File: src/rtl/mem_bus_arbiter_pkg.sv
// Shared types and constants for the I/D memory bus arbiter.
//   mem_req_t   - one latched downstream request (address, direction, size, byte enables, data)
//   arb_state_t - arbiter FSM states
//   MSIZE_WORD  - access size used for every instruction fetch (4 bytes)
package mem_bus_arbiter_pkg;

    // Widest address any instance may use; narrower instances zero-extend into it.
    localparam int unsigned ADDR_MAX_W = 64;

    localparam logic [2:0] MSIZE_WORD = 3'd2;

    typedef enum logic [2:0] {
        StIdle,
        StReqI,
        StReqD,
        StWaitI,
        StWaitD
    } arb_state_t;

    typedef struct packed {
        logic [ADDR_MAX_W-1:0] addr;
        logic                  write;
        logic [2:0]            size;
        logic [7:0]            strobe;
        logic [63:0]           wdata;
    } mem_req_t;

    // Pick the 32-bit half of a 64-bit beat that holds the fetched instruction.
    function automatic logic [31:0] word_select(logic [63:0] beat, logic upper);
        return upper ? beat[63:32] : beat[31:0];
    endfunction

endpackage

File: src/rtl/arb_starve_ctr.sv
// Starvation counter for the fetch side of the memory bus arbiter.
// Counts data-side grants made while a fetch was waiting; once it reaches STARVE_LIMIT the
// fetch side is forced to win the next contested grant.
//   clk, reset  - clock, asynchronous active-high reset
//   grant_i     - fetch side granted this cycle (clears the count)
//   grant_d     - data side granted this cycle
//   i_waiting   - fetch request pending while the data grant is made
//   force_i     - count has reached the limit; fetch must win
module arb_starve_ctr #(
    parameter int unsigned STARVE_LIMIT = 4
) (
    input  logic clk,
    input  logic reset,
    input  logic grant_i,
    input  logic grant_d,
    input  logic i_waiting,
    output logic force_i
);

    localparam logic [3:0] LIMIT = 4'(STARVE_LIMIT);

    logic [3:0] count;

    always_ff @(posedge clk or posedge reset) begin
        if (reset) begin
            count <= 4'd0;
        end else if (grant_i) begin
            count <= 4'd0;
        end else if (grant_d && i_waiting && (count != LIMIT)) begin
            count <= count + 4'd1;
        end
    end

    assign force_i = (count == LIMIT);

endmodule

File: src/rtl/mem_bus_arbiter.sv
// Shares one downstream memory port between instruction fetch (I) and data access (D).
// One transaction is outstanding at a time: a requester is granted in IDLE, its request is
// latched and presented downstream (REQ_x) until accepted, then the single response beat is
// forwarded (WAIT_x) and the arbiter returns to IDLE.
//   clk, reset                     - clock, asynchronous active-high reset
//   ireq_*  / iresp_*              - fetch side, addr_ok/data_ok protocol, 32-bit data
//   dreq_*  / dresp_*              - data side, addr_ok/data_ok protocol, 64-bit data
//   mreq_*  (valid/ready)          - downstream request, fields held stable until ready
//   mresp_valid, mresp_data        - downstream single-beat response
module mem_bus_arbiter
    import mem_bus_arbiter_pkg::*;
#(
    parameter int unsigned ADDR_W       = 64,
    parameter int unsigned STARVE_LIMIT = 4
) (
    input  logic              clk,
    input  logic              reset,

    input  logic              ireq_valid,
    input  logic [ADDR_W-1:0] ireq_addr,
    output logic              iresp_addr_ok,
    output logic              iresp_data_ok,
    output logic [31:0]       iresp_data,

    input  logic              dreq_valid,
    input  logic [ADDR_W-1:0] dreq_addr,
    input  logic [2:0]        dreq_size,
    input  logic [7:0]        dreq_strobe,
    input  logic [63:0]       dreq_wdata,
    output logic              dresp_addr_ok,
    output logic              dresp_data_ok,
    output logic [63:0]       dresp_data,

    output logic              mreq_valid,
    input  logic              mreq_ready,
    output logic [ADDR_W-1:0] mreq_addr,
    output logic              mreq_write,
    output logic [2:0]        mreq_size,
    output logic [7:0]        mreq_strobe,
    output logic [63:0]       mreq_wdata,
    input  logic              mresp_valid,
    input  logic [63:0]       mresp_data
);

    arb_state_t state;
    mem_req_t   req;
    mem_req_t   i_req;
    mem_req_t   d_req;
    logic       grant_i;
    logic       grant_d;
    logic       force_i;

    arb_starve_ctr #(
        .STARVE_LIMIT(STARVE_LIMIT)
    ) u_starve_ctr (
        .clk      (clk),
        .reset    (reset),
        .grant_i  (grant_i),
        .grant_d  (grant_d),
        .i_waiting(ireq_valid),
        .force_i  (force_i)
    );

    // Grants only happen in IDLE; D wins ties unless the fetch side has been starved.
    always_comb begin
        grant_i = 1'b0;
        grant_d = 1'b0;
        if (state == StIdle) begin
            if (ireq_valid && (!dreq_valid || force_i)) begin
                grant_i = 1'b1;
            end else if (dreq_valid) begin
                grant_d = 1'b1;
            end
        end
    end

    // Candidate latch contents for each side.
    always_comb begin
        i_req      = '0;
        i_req.addr = ADDR_MAX_W'(ireq_addr);
        i_req.size = MSIZE_WORD;

        d_req        = '0;
        d_req.addr   = ADDR_MAX_W'(dreq_addr);
        d_req.write  = |dreq_strobe;
        d_req.size   = dreq_size;
        d_req.strobe = dreq_strobe;
        d_req.wdata  = dreq_wdata;
    end

    always_ff @(posedge clk or posedge reset) begin
        if (reset) begin
            state <= StIdle;
            req   <= '0;
        end else begin
            unique case (state)
                StIdle: begin
                    if (grant_i) begin
                        req   <= i_req;
                        state <= StReqI;
                    end else if (grant_d) begin
                        req   <= d_req;
                        state <= StReqD;
                    end
                end
                StReqI: begin
                    if (mreq_ready) state <= StWaitI;
                end
                StReqD: begin
                    if (mreq_ready) state <= StWaitD;
                end
                StWaitI, StWaitD: begin
                    if (mresp_valid) state <= StIdle;
                end
                default: state <= StIdle;
            endcase
        end
    end

    // Request fields come straight from the latch, so they cannot move while REQ_x waits.
    always_comb begin
        mreq_valid  = (state == StReqI) || (state == StReqD);
        mreq_addr   = req.addr[ADDR_W-1:0];
        mreq_write  = req.write;
        mreq_size   = req.size;
        mreq_strobe = req.strobe;
        mreq_wdata  = req.wdata;

        iresp_addr_ok = (state == StReqI) && mreq_ready;
        dresp_addr_ok = (state == StReqD) && mreq_ready;

        // Responses are only recognised in WAIT_x; stray beats elsewhere are dropped.
        iresp_data_ok = (state == StWaitI) && mresp_valid;
        dresp_data_ok = (state == StWaitD) && mresp_valid;

        iresp_data = iresp_data_ok ? word_select(mresp_data, req.addr[2]) : 32'd0;
        dresp_data = dresp_data_ok ? mresp_data : 64'd0;
    end

endmodule

File: config.mk
export PLATFORM = sky130hd
export DESIGN_NAME = mem_bus_arbiter
export DESIGN_NICKNAME = d
export VERILOG_FILES = /design/src/rtl/mem_bus_arbiter_pkg.sv /design/src/rtl/arb_starve_ctr.sv /design/src/rtl/mem_bus_arbiter.sv
export SDC_FILE = /design/constraint.sdc
export NUM_CORES = 1
export LEC_CHECK = 0
export CAP_MARGIN = 30
export CORE_AREA = 2 2 199 201
export DETAILED_ROUTE_END_ITERATION = 10
export DIE_AREA = 0 0 201 203
export SLEW_MARGIN = 10
export SYNTH_ARGS = -nofsm -noshare
export SYNTH_HDL_FRONTEND = slang
export SYNTH_SLANG_ARGS = --single-unit
File: constraint.sdc
create_clock -name clk -period 6.51 [get_ports clk]
set_input_delay 1.302 -clock clk [delete_from_list [all_inputs] [get_ports clk]]
set_output_delay 1.302 -clock clk [all_outputs]
set_load 0.05 [all_outputs]
==> flow_summary.json <==
{
  "status": "finished, final reports clean",
  "insertion_delay_ps": 420,
  "path_common_cell": "clkdlybuf4s50_1",
  "hold_viol": 0,
  "final_cell_mix": "clkdlybuf4s50_1, dfrtp_1, nor2_1",
  "worstSetupPathType": "primary input to primary output",
  "skew_ps": 10.69,
  "tns_ps": 0,
  "post-route-period-util": 0.7344,
  "total_power_w": 0.006702,
  "rr_startpoint": "state[0]$_DFFE_PP0P_",
  "totalWireLength_um": 35040,
  "hold_path_end": "mreq_write$_DFFE_PP0P_",
  "synth_area_leaders": "dfrtp_1, a22o_1, and4b_1, a221oi_2, and2_1",
  "fin_nets": 1479,
  "path_clk_slew_ps": 70,
  "root_buffer": "clkbuf_16",
  "synthMuxAreaShare": 0.04105,
  "p_leak_nw": 6.029,
  "cp_slowest_cell": "clkdlybuf4s50_1",
  "synth_compound_gate_area_share": 0.1993,
  "wl_per_cell_um": 20.17,
  "final_cell_area_mm2": 0.01393,
  "drt_iter0_drc": 527,
  "relSlewSlack": 0.3616,
  "grt_max_degree": 141,
  "die_y_um": 203,
  "critical_path_arrival_ps": 3480,
  "finalSetupViolCount": 0,
  "dp_hpwl_um": 26020,
  "clock_path_buffers": 2,
  "io-pin-count": 514,
  "crit_path_start_kind": "primary input",
  "start_util": 0.2029,
  "vias": 7788,
  "dieArea_mm2": 0.04080,
  "tightest_slew_ps": 957.6,
  "worstHoldStart": "mreq_write$_DFFE_PP0P_",
  "multi_input_area_mm2": 0.003512,
  "rsz0062_at_grt": "no",
  "busiest_layer": "met2",
  "first_pass_iters": 5,
  "track_usage": 0.1662,
  "synth-seq-cells": 147,
  "crit_family": "buffers and inverters",
  "htreeDepth": 4,
  "first_global_vias": 7907,
  "synth_top_cell_by_area": "dfrtp_1",
  "worstHoldPathCells": 1,
  "fmax_mhz": 209.2,
  "rows": 72,
  "path_buf_inv": 3,
  "grt_util_met2": 0.2654,
  "ctsResizeCount": 0,
  "regArea_mm2": 0.003680,
  "hp-class": "flip-flop to flip-flop",
  "cpPeakStageDelay_ps": 800,
  "cp_data_required_time_ps": 5210,
  "io_buffers": 513,
  "cts_made_buffers": 17,
  "ys_seq_area_frac": 0.4714,
  "rr_endpoint": "mreq_wdata[48]$_DFFE_PP0P_",
  "antenna_found_initial": 7,
  "vias_per_cell": 4.484,
  "maxCapViolCount": 0,
  "path_cells": "clkdlybuf4s50_1, nor3b_2, buf_4, and2_1, clkdlybuf4s50_1",
  "drive_above_1_share": 0.07231,
  "fin_crit_ps": 4781,
  "synth_fa_ha_area_frac": 0.003207,
  "core_area_mm2": 0.03847,
  "r2r_cells": 5,
  "grt_pass1_wl_um": 51610,
  "synth_ff_type": "dfrtp_1",
  "tritoncts": "yes",
  "netlist_area_mm2": 0.007804,
  "overflow": 0,
  "synthArstFlopShare": 1.000,
  "ys_warn_count": 0,
  "globalRouteMet1Util": 0.2194,
  "post-cts-setup-buffers": 0,
  "gp_congestion": 0.9169,
  "syn_to_final_growth_pct": 78.45,
  "synth_cell_types": 44,
  "hold_buffers": 0,
  "synth_edf_count": 0,
  "whs_ps": 495.1,
  "drc": 0,
  "num-fill-cells": 3930,
  "place_area_mm2": 0.01335,
  "syn-num-nets": 1012,
  "synth_top_family_by_area": "simple AND/OR/NAND/NOR gates",
  "synth_top_area_frac": 0.4714,
  "synth-xor-area-share": 0.001122,
  "cts.sinks": 147,
  "ant_nets": 0,
  "chipWidth_um": 201,
  "cp_max_fo": 65,
  "yosys.area_share.simple": 0.2014,
  "netlist_instances": 737,
  "r2r_slack_ps": 4010,
  "layout_commonest_cell": "clkdlybuf4s50_1",
  "grt.met3_usage": 0.05169,
  "powerDensity_mw_per_mm2": 481.3,
  "cp-end-kind": "primary output",
  "slew_violations": 0,
  "syn_avg_cell_area_um2": 10.59,
  "ir_drop_mv": 0.1992
}
==> Yosys cell counts, types with 3 or more instances <==
| cell | n |
|---|---|
| nor2_1 | 98 |
| mux2i_1 | 32 |
| dfrtp_1 | 147 |
| inv_1 | 74 |
| clkbuf_1 | 33 |
| buf_2 | 26 |
| a221oi_1 | 30 |
| buf_6 | 4 |
| buf_4 | 3 |
| clkbuf_2 | 6 |
| nand2_1 | 6 |
| and4b_1 | 64 |
| buf_1 | 4 |
| and2_1 | 64 |
| a22o_1 | 74 |
| nand2b_1 | 3 |
| a221oi_2 | 34 |
==> cell type report <==
cell class                 count  area share
antenna                        2   0.0003594
clock buffer                  18     0.03082
clock inverter                14     0.01033
inverter                      74     0.02031
multi-input combinational    440      0.2522
sequential                   147      0.2642
tap                          518     0.04654
timing repair buffer         524      0.3752
==> logic make-up (layout without fill, tap and decap cells) <==
logic type / Yosys count / after routing
AO/OA/AOI/OAI: 155 / 155
XOR/XNOR: 1 / 1
adder cells (fa/ha/maj): 2 / 2
buffers and inverters: 150 / 630
flip-flops: 147 / 147
multiplexers: 32 / 32
other: 0 / 2
AND/OR/NAND/NOR: 250 / 250
==> how the worst max path moves through the flow <==
stage,startpoint,endpoint,slack [ps],cells after the start
CTS,mresp_valid,dresp_data[29],1720,5
global placement,mresp_valid,dresp_data[2],1790,5
finish,mresp_valid,dresp_data[9],1730,5
global route,mresp_valid,dresp_data[43],1570,5
floorplan,reset,mreq_addr[0]$_DFFE_PP0P_,1260,1
detailed placement,mresp_valid,dresp_data[29],1730,5
==> sequential cells by signal, summed over array words and instances (netlist names) <==
name / flops
mreq_wdata: 64
mreq_write: 1
mreq_size: 3
u_starve_ctr.count: 4
state: 3
mreq_strobe: 8
mreq_addr: 64
==> worst reg2reg max path, stage by stage (launching register included) <==
cell     delay [ps]
dfrtp_1         550
nor3_4          300
buf_4           590
o21ai_4         150
buf_12          310
a22o_1          470
==> metrics by stage <==
stage	util	cells	setup WS (ps)
detailed placement	0.3470	1703	1729
floorplan	-	737	1257
finish	0.3620	1737	1729
global route	0.3620	1736	1575
CTS	0.3619	1735	1724
global placement	0.3470	1703	1794
==> power by group <==
part	total (W)	leakage (nW)	internal, W	switching (W)
registers	0.00161	1.76	0.00132	0.000296
clock network	0.000972	0.277	0.000510	0.000463
logic	0.00412	3.99	0.00149	0.00263
==> layer usage <==
| layer | part of all wire | wire, um | vias to the layer above |
|---|---|---|---|
| met5 | 0.0011 | 38 | - |
| met4 | 0.014 | 495 | 6 |
| met3 | 0.076 | 2669 | 34 |
| met2 | 0.47 | 16610 | 333 |
| met1 | 0.43 | 15230 | 3811 |
| li1 | - | - | 3604 |
No activity file was read; power rests on OpenSTA's default activity.
